===== src/rtl/seg_decode.sv =====
// Two-digit seven-segment reader: debounces a sign/digit pair and reports
// each newly stable pattern once as a 4-bit two's-complement value.
module seg_decode #(
    parameter int STABLE_CYCLES = 4
) (
    input  logic       clk,
    input  logic       rst_n,
    input  logic [6:0] seg0_in,
    input  logic [6:0] seg1_in,
    output logic       out_valid,
    input  logic       out_ready,
    output logic [3:0] out_val,
    output logic       out_err,
    output logic [7:0] err_cnt,
    output logic [1:0] o_dbg_state
);

    // Handshake: a result transfers on a rising edge with out_valid and
    // out_ready both high; until then out_valid stays high and out_val/out_err
    // are frozen. out_ready is ignored while out_valid is low.

    typedef enum logic [1:0] {
        ST_INIT = 2'd0,
        ST_WAIT = 2'd1,
        ST_HOLD = 2'd2
    } state_t;

    localparam logic [3:0]  STAB_MAX = 4'(STABLE_CYCLES);
    localparam logic [13:0] BLANK    = 14'h3FFF;

    state_t      r_state;
    logic [13:0] r_sync1;
    logic [13:0] r_sync2;
    logic [13:0] r_last;
    logic [3:0]  r_stab_cnt;
    logic        r_valid;
    logic [3:0]  r_val;
    logic        r_err;
    logic [7:0]  r_err_cnt;

    logic [2:0]  w_digit;
    logic        w_digit_ok;
    logic        w_pos;
    logic        w_neg;
    logic        w_dec_err;
    logic [3:0]  w_dec_val;
    logic        w_stable;
    logic        w_capture;

    always_comb begin
        w_digit    = 3'd0;
        w_digit_ok = 1'b1;
        case (r_sync2[6:0])
            7'b0000001: w_digit = 3'd0;
            7'b1001111: w_digit = 3'd1;
            7'b0010010: w_digit = 3'd2;
            7'b0000110: w_digit = 3'd3;
            7'b1001100: w_digit = 3'd4;
            7'b0100100: w_digit = 3'd5;
            7'b0100000: w_digit = 3'd6;
            7'b0001111: w_digit = 3'd7;
            default:    w_digit_ok = 1'b0;
        endcase
        w_pos     = (r_sync2[13:7] == 7'b1111111);
        w_neg     = (r_sync2[13:7] == 7'b1111110);
        w_dec_err = !w_digit_ok || !(w_pos || w_neg);
        if (w_dec_err) begin
            w_dec_val = 4'd0;
        end else if (w_pos) begin
            w_dec_val = {1'b0, w_digit};
        end else if (w_digit == 3'd0) begin
            w_dec_val = 4'b1000;
        end else begin
            w_dec_val = 4'd0 - {1'b0, w_digit};
        end
    end

    always_comb begin
        w_stable  = (r_stab_cnt == STAB_MAX);
        w_capture = w_stable &&
                    ((r_state == ST_INIT) ||
                     ((r_state == ST_WAIT) && (r_sync2 != r_last)));
    end

    // The counter looks at the value about to enter sync2, so it reads 1 in
    // the cycle sync2 first shows a new pair and saturation lines up with
    // STABLE_CYCLES cycles of sync2 holding that pair.
    always_ff @(posedge clk or negedge rst_n) begin
        if (!rst_n) begin
            r_state    <= ST_INIT;
            r_sync1    <= BLANK;
            r_sync2    <= BLANK;
            r_last     <= BLANK;
            r_stab_cnt <= 4'd0;
            r_valid    <= 1'b0;
            r_val      <= 4'd0;
            r_err      <= 1'b0;
            r_err_cnt  <= 8'd0;
        end else begin
            r_sync1 <= {seg1_in, seg0_in};
            r_sync2 <= r_sync1;
            if (r_sync1 != r_sync2) begin
                r_stab_cnt <= 4'd1;
            end else if (r_stab_cnt != STAB_MAX) begin
                r_stab_cnt <= r_stab_cnt + 4'd1;
            end

            if (w_capture) begin
                r_state <= ST_HOLD;
                r_valid <= 1'b1;
                r_val   <= w_dec_val;
                r_err   <= w_dec_err;
                r_last  <= r_sync2;
                if (w_dec_err && (r_err_cnt != 8'hFF)) begin
                    r_err_cnt <= r_err_cnt + 8'd1;
                end
            end else if ((r_state == ST_HOLD) && out_ready) begin
                r_state <= ST_WAIT;
                r_valid <= 1'b0;
            end
        end
    end

    assign out_valid   = r_valid;
    assign out_val     = r_val;
    assign out_err     = r_err;
    assign err_cnt     = r_err_cnt;
    assign o_dbg_state = r_state;

endmodule


===== config.mk =====
export PLATFORM = sky130hd
export DESIGN_NAME = seg_decode
export DESIGN_NICKNAME = d
export VERILOG_FILES = /design/src/rtl/seg_decode.sv
export SDC_FILE = /design/constraint.sdc
export NUM_CORES = 1
export LEC_CHECK = 0
export BUFFER_PORTS_ARGS = -buffer_cell sky130_fd_sc_hd__buf_2
export CORE_MARGIN = 1.5
export CORE_UTILIZATION = 52
export DETAILED_ROUTE_END_ITERATION = 10
export PLACE_DENSITY = 0.75
export SLEW_MARGIN = 10
export SYNTH_ARGS = -nofsm -noshare
export SYNTH_HDL_FRONTEND = slang
export SYNTH_SLANG_ARGS = --single-unit

===== constraint.sdc =====
create_clock -name clk -period 2.25 [get_ports clk]
set_input_delay 0.45 -clock clk [delete_from_list [all_inputs] [get_ports clk]]
set_output_delay 0.45 -clock clk [all_outputs]
set_load 0.03 [all_outputs]

Word-level counts from Yosys, hierarchy flattened
Index checks and enable logic that the tools add are counted.
Widths: inputs -> output; s select.
{ "op_classes": {"addsub": 3, "mul": 0, "n_div": 0, "magnitude_cmp": 0, "n_eq_ne": 17, "shift": 0, "muxes": 11, "bitwise_logic": 0, "n_reduce_logical": 15} }
{ "op_table": {"columns": ["op", "n"], "rows": [
  ["$eq 7x7->1 const B", 4],
  ["$ne 14x14->1", 2],
  ["$pmux 3 s7", 1],
  ["$mux 4", 5],
  ["$eq 7x6->1 const B", 2],
  ["$add 8x1->8 const B", 1],
  ["$ne 8x8->1 const B", 1],
  ["$reduce_or 8->1", 1],
  ["$eq 7x1->1 const B", 1],
  ["$eq 7x3->1 const B", 1],
  ["$eq 7x4->1 const B", 1],
  ["$eq 7x5->1 const B", 1],
  ["$add 4x1->4 const B", 1],
  ["$eq 4x3->1 const B", 1],
  ["$logic_and 1x1->1", 4],
  ["$mux 2", 2],
  ["$ne 4x3->1 const B", 1],
  ["$reduce_bool 2->1", 2],
  ["$sub 1x3->4 const A", 1],
  ["$logic_not 3->1", 1],
  ["$logic_or 1x1->1", 3],
  ["$mux 1", 3],
  ["$eq 2x1->1 const B", 1],
  ["$eq 2x2->1 const B", 1],
  ["3 further kinds", 4]
]} }
{ "word_totals": {"ff_bits": 62, "latch_bits": 0, "mem_bits_rw": 0, "romBits": 0, "in_bits": 17, "output_inout_bits": 16, "elab_cells": 55, "mem_count": 0} }

Longest topological paths before layout
Gate-level depths: netlist of run 1.
{ "depth": {"ltp_word": 7, "mapped_depth": 11, "mapped_depth_nobuf": 10} }

Worst setup path before layout of run 1
Ideal clock, no wire load.
{ "synth_timing": {"kind": "register to register", "start": "reg r_sync2[1]", "end": "reg r_val[1], in the netlist out_val[1]", "setup_ps": 78, "t_arrival_ps": 2020, "t_required_ps": 2172, "slack_ps": 153, "path_stages_with_launch": 12, "n_path_buf": 1, "period_less_slack_ps": 2097, "path_cell_list": "dfstp_2 > buf_2 > nor2b_1 > nand2_1 > nor3_1 > a21oi_1 > ha_1 > ha_1 > inv_1 > nand2_1 > mux2_2 > o2bb2ai_1"} }
{ "synth_between": {"elab_chain_len": 6, "word_cells_on_any_way": 22, "classes_between": "add/sub (1); eq/ne (9); mux (5); reduce/logical (7)"} }
{ "synth_rtl": {"columns": ["element", "line", "text"], "rows": [
  ["start, declared", "33", "logic [13:0] r_sync2;"],
  ["start signal, assigned", "101", "r_sync2 <= r_sync1;"],
  ["$eq 7x4->1, or another cell as far along", "53", "case (r_sync2[6:0])"],
  ["$pmux 3 s7 or $reduce_or 8->1 (tied branches)", null, null],
  ["$sub 1x3->4, or another cell as far along", "74", "w_dec_val = 4'd0 - {1'b0, w_digit};"],
  ["$mux 4 or $logic_not 1->1 (tied branches)", "71, 66", null],
  ["$mux 4 or $logic_or 1x1->1 (tied branches)", "69, 66", null],
  ["$mux 4", "67", "if (w_dec_err) begin"],
  ["end signal, assigned", "111", "r_val <= w_dec_val;"],
  ["end, declared", "37", "logic [3:0] r_val;"]
]} }
Parallel ways exist; a longest one is shown, timed or not.
A chain may end at the register's enable or synchronous reset.

Final worst setup path of run 1
{ "layout_timing": {"start": "reg r_sync2[0]", "end": "reg r_val[1], in the netlist out_val[1]"} }
The elaborated chain is that of the path after synthesis.

==> impl_metrics.env, run 1 <==
export IMPL_cp_depth=11
export IMPL_cts_tree="yes"
export IMPL_firstDrtPassIters=4
export IMPL_synth_area_leaders="dfstp_2 40%, dfrtp_1 17%, xnor2_1 8.2%"
export IMPL_syn_num_nets=245
export IMPL_required_ns=2.50
export IMPL_nFillCells=441
export IMPL_grt_pass1_wl_um=8231
export IMPL_syn_inst=223
export IMPL_crit_buf_inv=2
export IMPL_avgSynthCellArea_um2=12.48
export IMPL_max_cap_violations=0
export IMPL_cp_arrival_ns=2.39
export IMPL_synth_main_ff_cell="dfstp_2"
export IMPL_crit_path_max_incr_delay_ns=0.37
export IMPL_insertion_delay_ns=0.33
export IMPL_outcome="finished clean"
export IMPL_synth_top_area_share_pct=39.66
export IMPL_ys_ff_latch=61
export IMPL_mostFrequentLayoutCells="42 x dfstp_2, 32 x buf_2, 26 x xnor2_1"
export IMPL_clock_sinks=61
export IMPL_cp_startpoint="r_sync2[0]"
export IMPL_start_util_pct=54.14
export IMPL_track_usage_pct=18.64
export IMPL_fin_crit_sh_pct=95.10
export IMPL_drtAntennaViolNets=0
export IMPL_drc_errors=0
export IMPL_gp_routability_congestion=0.7879
export IMPL_clockBufferDepth=2
export IMPL_fmax_ghz=0.4673
export IMPL_slew_headroom_pct=66.00
export IMPL_core_area_um2=5140
export IMPL_synth_area_leader_cell="dfstp_2"
export IMPL_synthesis_area_um2=2783
export IMPL_routed_wl_um=4674
export IMPL_p_leak_nw=1.435
export IMPL_post_route_min_period_ns=2.140
export IMPL_nNetsFinal=290
export IMPL_vias=1724
export IMPL_cp_start_kind="register"
export IMPL_seq_area_frac_synth_pct=56.74
export IMPL_syn2layout_area_growth_pct=18.30
export IMPL_maxSlewViolCount=0
export IMPL_cts_buffers=9
export IMPL_worst_pin_slew_ns=0.5053
export IMPL_ir_drop_mv=0.5484
export IMPL_power_w=0.002392
export IMPL_h_tree_depth=3
export IMPL_setup_viol=0
export IMPL_fp_row_count=26
export IMPL_portBuffers=32
export IMPL_tns_ns=0
export IMPL_grt_overflow_total=0
export IMPL_wl_per_cell_um=13.63
export IMPL_ff2ff_setup_slack_ns=0.11
export IMPL_ios=33
export IMPL_ctsRootBufferMaster="clkbuf_8"
export IMPL_grt_start_max_net_pins=62
export IMPL_path_cells="buf_4 -> or3_4 -> nor2_1 -> a31o_2 -> nand2_1 -> ha_1 -> ha_1 -> inv_1 -> nand2_1 -> mux2_2 -> o2bb2ai_1"
export IMPL_finalHoldViolCount=0
export IMPL_hpwl_um=3286
export IMPL_p_per_area_nw_per_um2=726.6
export IMPL_async_flop_share_pct=100.0
export IMPL_crit_end="out_val[1]"
export IMPL_clk_pin_slew_ns=0.06
export IMPL_critPathTopFamily="simple AND/OR/NAND/NOR gates"
export IMPL_drive_gt1_share_pct=40.66
export IMPL_n_antenna_cell=0
export IMPL_worst_setup_path_type="register to register"
export IMPL_ff2ff_path_depth=11
export IMPL_cp_max_fo=10
export IMPL_fin_util_pct=64.05
export IMPL_dr_first_iter_drc_count=159
export IMPL_endpoint_kind="register"
export IMPL_antenna_found_initial=0
export IMPL_r2r_start="r_sync2[0]"
export IMPL_mostFrequentLayoutCell="dfstp_2"
export IMPL_synth_edf_count=0
export IMPL_r2r_end="out_val[1]"
export IMPL_chipWidth_um=76.15
export IMPL_yosys_warnings=0
export IMPL_hp_class="primary input to asynchronous set/reset pin"
export IMPL_fp_dieArea_um2=5799
export IMPL_ys_types=41
export IMPL_via_per_inst=5.026
export IMPL_cpMaxStageDelayCell="dfstp_2"
export IMPL_grt_pass1_vias=1742
export IMPL_fin_skew_ns=0.006608
export IMPL_die_h_um=76.15
export IMPL_fin_hold_ws_ns=0.1112
export IMPL_rsz0062_at_grt="no"
cell families after synthesis:
family          count (synthesis)  share of synthesized area, %
buf+inv                        15                         3.687
flops                          61                         56.74
xor+xnor                       37                         11.65
fa+ha+maj                       5                         2.248
mux                            17                         6.969
compound gates                 20                         5.217
simple gates                   68                         13.49
synth_stat cells (2+ instances only):
| library cell | n |
|---|---|
| inv_1 | 5 |
| dfrtp_1 | 19 |
| a21oi_1 | 6 |
| and3_1 | 3 |
| nor2_1 | 12 |
| nand2_1 | 11 |
| and2_1 | 2 |
| buf_2 | 4 |
| nor2b_1 | 3 |
| xnor2_1 | 26 |
| nand3_1 | 11 |
| nand4_1 | 8 |
| ha_1 | 5 |
| o21ai_2 | 2 |
| buf_6 | 5 |
| xor2_1 | 11 |
| dfstp_2 | 42 |
| o21ai_0 | 4 |
| o2bb2ai_1 | 3 |
| mux2_1 | 14 |
| nor3_1 | 4 |
| nor4_1 | 4 |
metrics by stage:
stage               cell area, µm²  instances  setup WS (ns)
floorplan                     2783        223         0.1526
global placement              3047        325         0.2060
detailed placement            3047        325        0.09944
CTS                           3272        341        0.09643
global route                  3292        343        0.02109
finish                        3292        343         0.1103
worst min-delay path by stage:
stage                            from     endpoint  slack, ns  cells past startpoint
after floorplan                 rst_n   err_cnt[0]       0.15                      0
after global placement     r_sync1[6]   r_sync2[6]       0.36                      0
after detailed placement  r_sync1[11]  r_sync2[11]       0.36                      0
after CTS                       rst_n   out_val[0]       0.11                      2
after global routing            rst_n   err_cnt[2]       0.14                      2
final                           rst_n   out_val[0]       0.11                      2
routing by layer:
layer,part of all wire (%),wire length [µm],vias up,global-route usage [%]
met5,0,0,-,0
met3,3.5,165,5,5.389
met2,48,2255,33,28.47
met4,1.3,62,0,9.444
li1,-,-,854,-
met1,47,2191,832,24.33
sequential cells by signal (all words and copies together) (netlist names):
register	count
r_last	14
r_sync1	14
r_sync2	14
err_cnt	8
out_val	4
r_stab_cnt	4
o_dbg_state	2
out_err	1
power by group:
part           total (W)  internal, W  switching [W]
Clock            0.00108     0.000681       0.000399
Sequential       0.00119      0.00115      0.0000361
Combinational   0.000127    0.0000569      0.0000696
Total            0.00239      0.00189       0.000505
layout make-up:
class / instances / area [µm²] / area share [%]
tap: 70 / 87.58 / 2.661
multi-input combinational: 147 / 1106 / 33.60
inverter: 5 / 18.77 / 0.5701
sequential: 61 / 1579 / 47.97
clock buffer: 12 / 155.1 / 4.713
timing repair buffer: 44 / 275.3 / 8.362
clock inverter: 4 / 70.07 / 2.128
repair_timing:
action | in CTS | in global routing
setup buffers | 0 | 2
hold buffers | 0 | 0
gates resized for setup | 0 | 1
endpoints found under the setup margin | 0 | 1
Note: power is estimated with default switching activity, not from simulation.
==> run 2, diff against run 1 <==
--- a/config.mk
+++ b/config.mk
@@ -9,6 +9,7 @@
 export CORE_MARGIN = 1.5
 export CORE_UTILIZATION = 52
 export DETAILED_ROUTE_END_ITERATION = 10
+export MAX_ROUTING_LAYER = met4
 export PLACE_DENSITY = 0.75
 export SLEW_MARGIN = 10
 export SYNTH_ARGS = -nofsm -noshare
==> impl_metrics.env, run 2 (synthesis results as in run 1) <==
export IMPL_n_antenna_cell=0
export IMPL_pwr_share_seq_pct=49.5
export IMPL_drive_gt1_share_pct=40.66
export IMPL_chipWidth_um=76.15
export IMPL_post_route_min_period_ns=2.135
export IMPL_die_h_um=76.15
export IMPL_p_per_area_nw_per_um2=727.8
export IMPL_worst_pin_slew_ns=0.4894
export IMPL_drc_errors=0
export IMPL_wl_per_cell_um=13.70
export IMPL_pwr_share_comb_pct=5.3
export IMPL_ios=33
export IMPL_fin_skew_ns=0.006920
export IMPL_mostFrequentLayoutCell="dfstp_2"
export IMPL_hold_buffers=0
export IMPL_insertion_delay_ns=0.34
export IMPL_slew_headroom_pct=67.08
export IMPL_fmax_ghz=0.4685
export IMPL_cts_tree="yes"
export IMPL_setup_slack_ns=0.1154
export IMPL_via_per_inst=5.052
export IMPL_ctsRootBufferMaster="clkbuf_8"
export IMPL_drtAntennaViolNets=0
export IMPL_core_area_um2=5140
export IMPL_fin_crit_sh_pct=94.87
export IMPL_dp_cells=325
export IMPL_routed_wl_um=4698
export IMPL_p_int_w=0.001887
export IMPL_dp_slack_ns=0.09944
export IMPL_ir_drop_mv=0.5486
export IMPL_h_tree_depth=3
export IMPL_grt_start_max_net_pins=62
export IMPL_gp_routability_congestion=0.7990
export IMPL_portBuffers=32
export IMPL_grt_pass1_vias=1738
export IMPL_firstDrtPassIters=4
export IMPL_setup_viol=0
export IMPL_clock_sinks=61
export IMPL_antenna_found_initial=0
export IMPL_cp_arrival_ns=2.39
export IMPL_worst_setup_path_type="register to register"
export IMPL_mostFrequentLayoutCells="42 x dfstp_2, 32 x buf_2, 26 x xnor2_1"
export IMPL_track_usage_pct=19.16
export IMPL_rsz0062_at_grt="no"
export IMPL_finalHoldViolCount=0
export IMPL_max_cap_violations=0
export IMPL_start_util_pct=54.14
export IMPL_vias=1733
export IMPL_cts_buffers=9
export IMPL_fp_dieArea_um2=5799
export IMPL_p_switching_w=0.0005092
export IMPL_nFillCells=441
export IMPL_clk_pin_slew_ns=0.07
export IMPL_cp_max_fo=10
export IMPL_outcome="finished clean"
export IMPL_clockBufferDepth=2
export IMPL_required_ns=2.50
export IMPL_fin_hold_ws_ns=0.1049
export IMPL_grt_overflow_total=0
export IMPL_syn2layout_area_growth_pct=18.30
export IMPL_dr_first_iter_drc_count=119
export IMPL_maxSlewViolCount=0
export IMPL_pwr_share_clk_pct=45.2
export IMPL_nNetsFinal=290
export IMPL_p_leak_nw=1.435
export IMPL_cp_start_kind="register"
export IMPL_stdcell_count=343
export IMPL_swShare_pct=21.25
export IMPL_fp_row_count=26
export IMPL_tns_ns=0
export IMPL_hpwl_um=3286
export IMPL_endpoint_kind="register"
export IMPL_grt_pass1_wl_um=8224
export IMPL_top_regs="r_last x14, r_sync1 x14, r_sync2 x14"
export IMPL_hp_class="primary input to asynchronous set/reset pin"
==> run 2: cell counts in the layout (fill, tap and decap cells not counted) <==
No cell type changed its count.
==> run 2: timing repair <==
item                                    in CTS  in global routing
resized for setup                            0                  1
endpoints found under the setup margin       0                  1
buffers inserted                             0                  2
==> run 2: power by group through the flow <==
stage | logic (W) | clock network (W) | registers, W
2_1_floorplan | 0.0000795 | 0 | 0.00119
3_3_place_gp | 0.000124 | 0 | 0.00120
3_5_place_dp | 0.000124 | 0 | 0.00120
4_1_cts | 0.000125 | 0.00112 | 0.00119
5_1_grt | 0.000141 | 0.00116 | 0.00119
6_report | 0.000127 | 0.00108 | 0.00119
==> run 2: critical path, cell delays in order, from the launching register on <==
cell,delay (ns)
dfstp_2,0.37
buf_4,0.16
or3_4,0.35
nor2_1,0.12
a31o_2,0.11
nand2_1,0.07
ha_1,0.20
ha_1,0.18
inv_1,0.06
nand2_1,0.04
mux2_2,0.25
o2bb2ai_1,0.15
==> run 2: metrics by stage <==
step           area, µm²  power [W]  util [%]
6_report            3292   0.002396     64.05
5_1_grt             3292   0.002494     64.05
4_1_cts             3272   0.002427     63.66
3_5_place_dp        3047   0.001328     59.27
3_3_place_gp        3047   0.001327     59.27
2_1_floorplan       2783   0.001271         -
==> run 2: per-layer routing <==
layer | vias up | part of all wire (%) | GRT usage [%]
met4 | 0 | 1.8 | 9.444
met3 | 7 | 3.1 | 5.389
met5 | - | 0 | -
met1 | 845 | 47 | 24.25
li1 | 855 | - | -
met2 | 26 | 48 | 28.47
==> run 2: final cells by class <==
cell class / instances / area, µm² / share of cell area (%)
clock inverters: 4 / 70.07 / 2.128
multi-input cells: 147 / 1106 / 33.60
repair buffers: 44 / 275.3 / 8.362
well taps: 70 / 87.58 / 2.661
flip-flops and latches: 61 / 1579 / 47.97
inverters: 5 / 18.77 / 0.5701
clock buffers: 12 / 155.1 / 4.713
==> run 2: final timing paths <==
check / end / cells after the start / slack [ns] / from
setup / recovery: out_val[1] / 11 / 0.12 / r_sync2[0]
min in group clk: r_sync1[0] / 1 / 0.21 / seg0_in[0]
hold reg to reg: r_sync2[6] / 0 / 0.37 / r_sync1[6]
setup reg to reg: out_val[1] / 11 / 0.12 / r_sync2[0]
hold / removal: out_val[0] / 2 / 0.10 / rst_n
max in group asynchronous: r_last[13] / 2 / 1.83 / rst_n
==> run 3, diff against run 2 <==
--- a/config.mk
+++ b/config.mk
@@ -7,10 +7,11 @@
 export LEC_CHECK = 0
 export BUFFER_PORTS_ARGS = -buffer_cell sky130_fd_sc_hd__buf_2
 export CORE_MARGIN = 1.5
-export CORE_UTILIZATION = 52
+export CORE_UTILIZATION = 54
+export CTS_BUF_LIST = sky130_fd_sc_hd__clkbuf_8
 export DETAILED_ROUTE_END_ITERATION = 10
 export MAX_ROUTING_LAYER = met4
-export PLACE_DENSITY = 0.75
+export PLACE_DENSITY = 0.78
 export SLEW_MARGIN = 10
 export SYNTH_ARGS = -nofsm -noshare
 export SYNTH_HDL_FRONTEND = slang
==> impl_metrics.env, run 3 (synthesis results as in run 1) <==
export IMPL_outcome="finished clean"
export IMPL_hpwl_um=3548
export IMPL_p_leak_nw=1.464
export IMPL_endpoint_kind="register"
export IMPL_start_util_pct=57.39
export IMPL_maxSlewViolCount=0
export IMPL_dr_first_iter_drc_count=97
export IMPL_drive_gt1_share_pct=41.94
export IMPL_syn2layout_area_growth_pct=18.53
export IMPL_die_h_um=74.79
export IMPL_vias=1797
export IMPL_h_tree_depth=3
export IMPL_core_area_um2=4848
export IMPL_cp_start_kind="register"
export IMPL_fin_crit_sh_pct=95.29
export IMPL_r2r_start="r_sync2[0]"
export IMPL_slew_headroom_pct=63.83
export IMPL_grt_pass1_wl_um=8259
export IMPL_worst_setup_path_type="register to register"
export IMPL_grt_overflow_total=0
export IMPL_fmax_ghz=0.4664
export IMPL_chipWidth_um=74.79
export IMPL_insertion_delay_ns=0.34
export IMPL_wl_per_cell_um=15.32
export IMPL_gp_routability_congestion=0.8266
export IMPL_p_per_area_nw_per_um2=686.5
export IMPL_finalHoldViolCount=0
export IMPL_mostFrequentLayoutCell="dfstp_2"
export IMPL_cts_buffers=9
export IMPL_ir_drop_mv=0.5445
export IMPL_firstDrtPassIters=4
export IMPL_cp_arrival_ns=2.40
export IMPL_hp_class="primary input to asynchronous set/reset pin"
export IMPL_post_route_min_period_ns=2.144
export IMPL_setup_viol=0
export IMPL_grt_pass1_vias=1780
export IMPL_tns_ns=0
export IMPL_crit_path_max_incr_delay_ns=0.63
export IMPL_clk_pin_slew_ns=0.07
export IMPL_fin_skew_ns=0.008494
export IMPL_power_w=0.002264
export IMPL_mostFrequentLayoutCells="42 x dfstp_2, 32 x buf_2, 26 x xnor2_1"
export IMPL_cpMaxStageDelayCell="dfstp_2"
export IMPL_via_per_inst=5.194
export IMPL_cp_max_fo=14
export IMPL_path_cells="xnor2_1 -> nand4_1 -> nor4_4 -> or2b_1 -> buf_4 -> mux2_1"
export IMPL_ff2ff_path_depth=6
export IMPL_max_cap_violations=0
export IMPL_antenna_found_initial=0
export IMPL_cts_tree="yes"
export IMPL_clockBufferDepth=2
export IMPL_routed_wl_um=5300
export IMPL_ff2ff_setup_slack_ns=0.11
export IMPL_required_ns=2.51
export IMPL_nNetsFinal=296
export IMPL_ios=33
export IMPL_n_antenna_cell=0
export IMPL_track_usage_pct=21.61
export IMPL_portBuffers=32
export IMPL_top_regs="r_last x14, r_sync1 x14, r_sync2 x14"
export IMPL_drc_errors=0
export IMPL_r2r_end="r_last[3]"
export IMPL_drtAntennaViolNets=0
export IMPL_grt_start_max_net_pins=30
export IMPL_worst_pin_slew_ns=0.5377
export IMPL_fp_row_count=25
export IMPL_clock_sinks=61
export IMPL_fp_dieArea_um2=5593
export IMPL_ctsRootBufferMaster="clkbuf_8"
[run 3: cell count changes in the layout (fill, tap and decap cells not counted), sizes merged]
cell | previous run | this run
buf | 44 | 50
inv | 5 | 6
clkinv | 2 | 4
bufinv | 2 | 1
clkbuf | 12 | 10
[run 3: power by group]
group	total, W	internal [W]	switching (W)
clock	0.000935	0.000529	0.000406
sequential	0.00119	0.00115	0.0000365
combinational	0.000143	0.0000643	0.0000785
[run 3: repair_timing]
item / in CTS / in global routing
gates resized for setup: 0 / 3
setup endpoints to repair: 0 / 6
setup buffers: 0 / 8
hold buffers: 0 / 0
[run 3: critical path: cells and delay by family, from the launching register on]
kind                      cells  cell delay [ns]
and+or+nand+nor               3             0.73
muxes                         1             0.34
DFF                           1             0.63
xor gates and xnor gates      1             0.14
buffers and inverters         1             0.21
[run 3: metrics by stage]
step                hold slack [ns]  instance area, µm²  cells  worst slack, ns  utilization [%]
finish                      0.08644                3298    346           0.1061            68.03
global placement             0.3621                3030    322           0.1169            62.50
global route                 0.1103                3298    346         -0.05039            68.03
detailed placement           0.3629                3030    322          0.02575            62.50
CTS                         0.08492                3222    338         0.001815            66.45
floorplan                    0.1544                2783    223           0.1526                -
[run 3: worst max path at each step]
| stage | startpoint | endpoint |
|---|---|---|
| detailed placement | r_sync2[1] | out_val[1] |
| finish | r_sync2[0] | r_last[3] |
| CTS | r_sync2[1] | out_val[1] |
| global route | r_sync2[3] | out_val[1] |
| global placement | r_sync2[1] | out_val[1] |
| floorplan | r_sync2[1] | out_val[1] |
[run 3: routing by layer]
layer	vias up	track usage (%)	wire length (µm)
met4	0	11.92	106
li1	865	-	-
met3	10	6.693	164
met1	889	26.36	2356
met5	-	-	0
met2	33	32.14	2673
[run 3: layout make-up]
type,instances,area (µm²)
flip-flops and latches,61,1579
clock inverters,6,53.80
multi-input cells,147,1117
well taps,67,83.83
clock buffers,10,137.6
fillers,373,1550
repair buffers,50,307.8
inverters,5,18.77
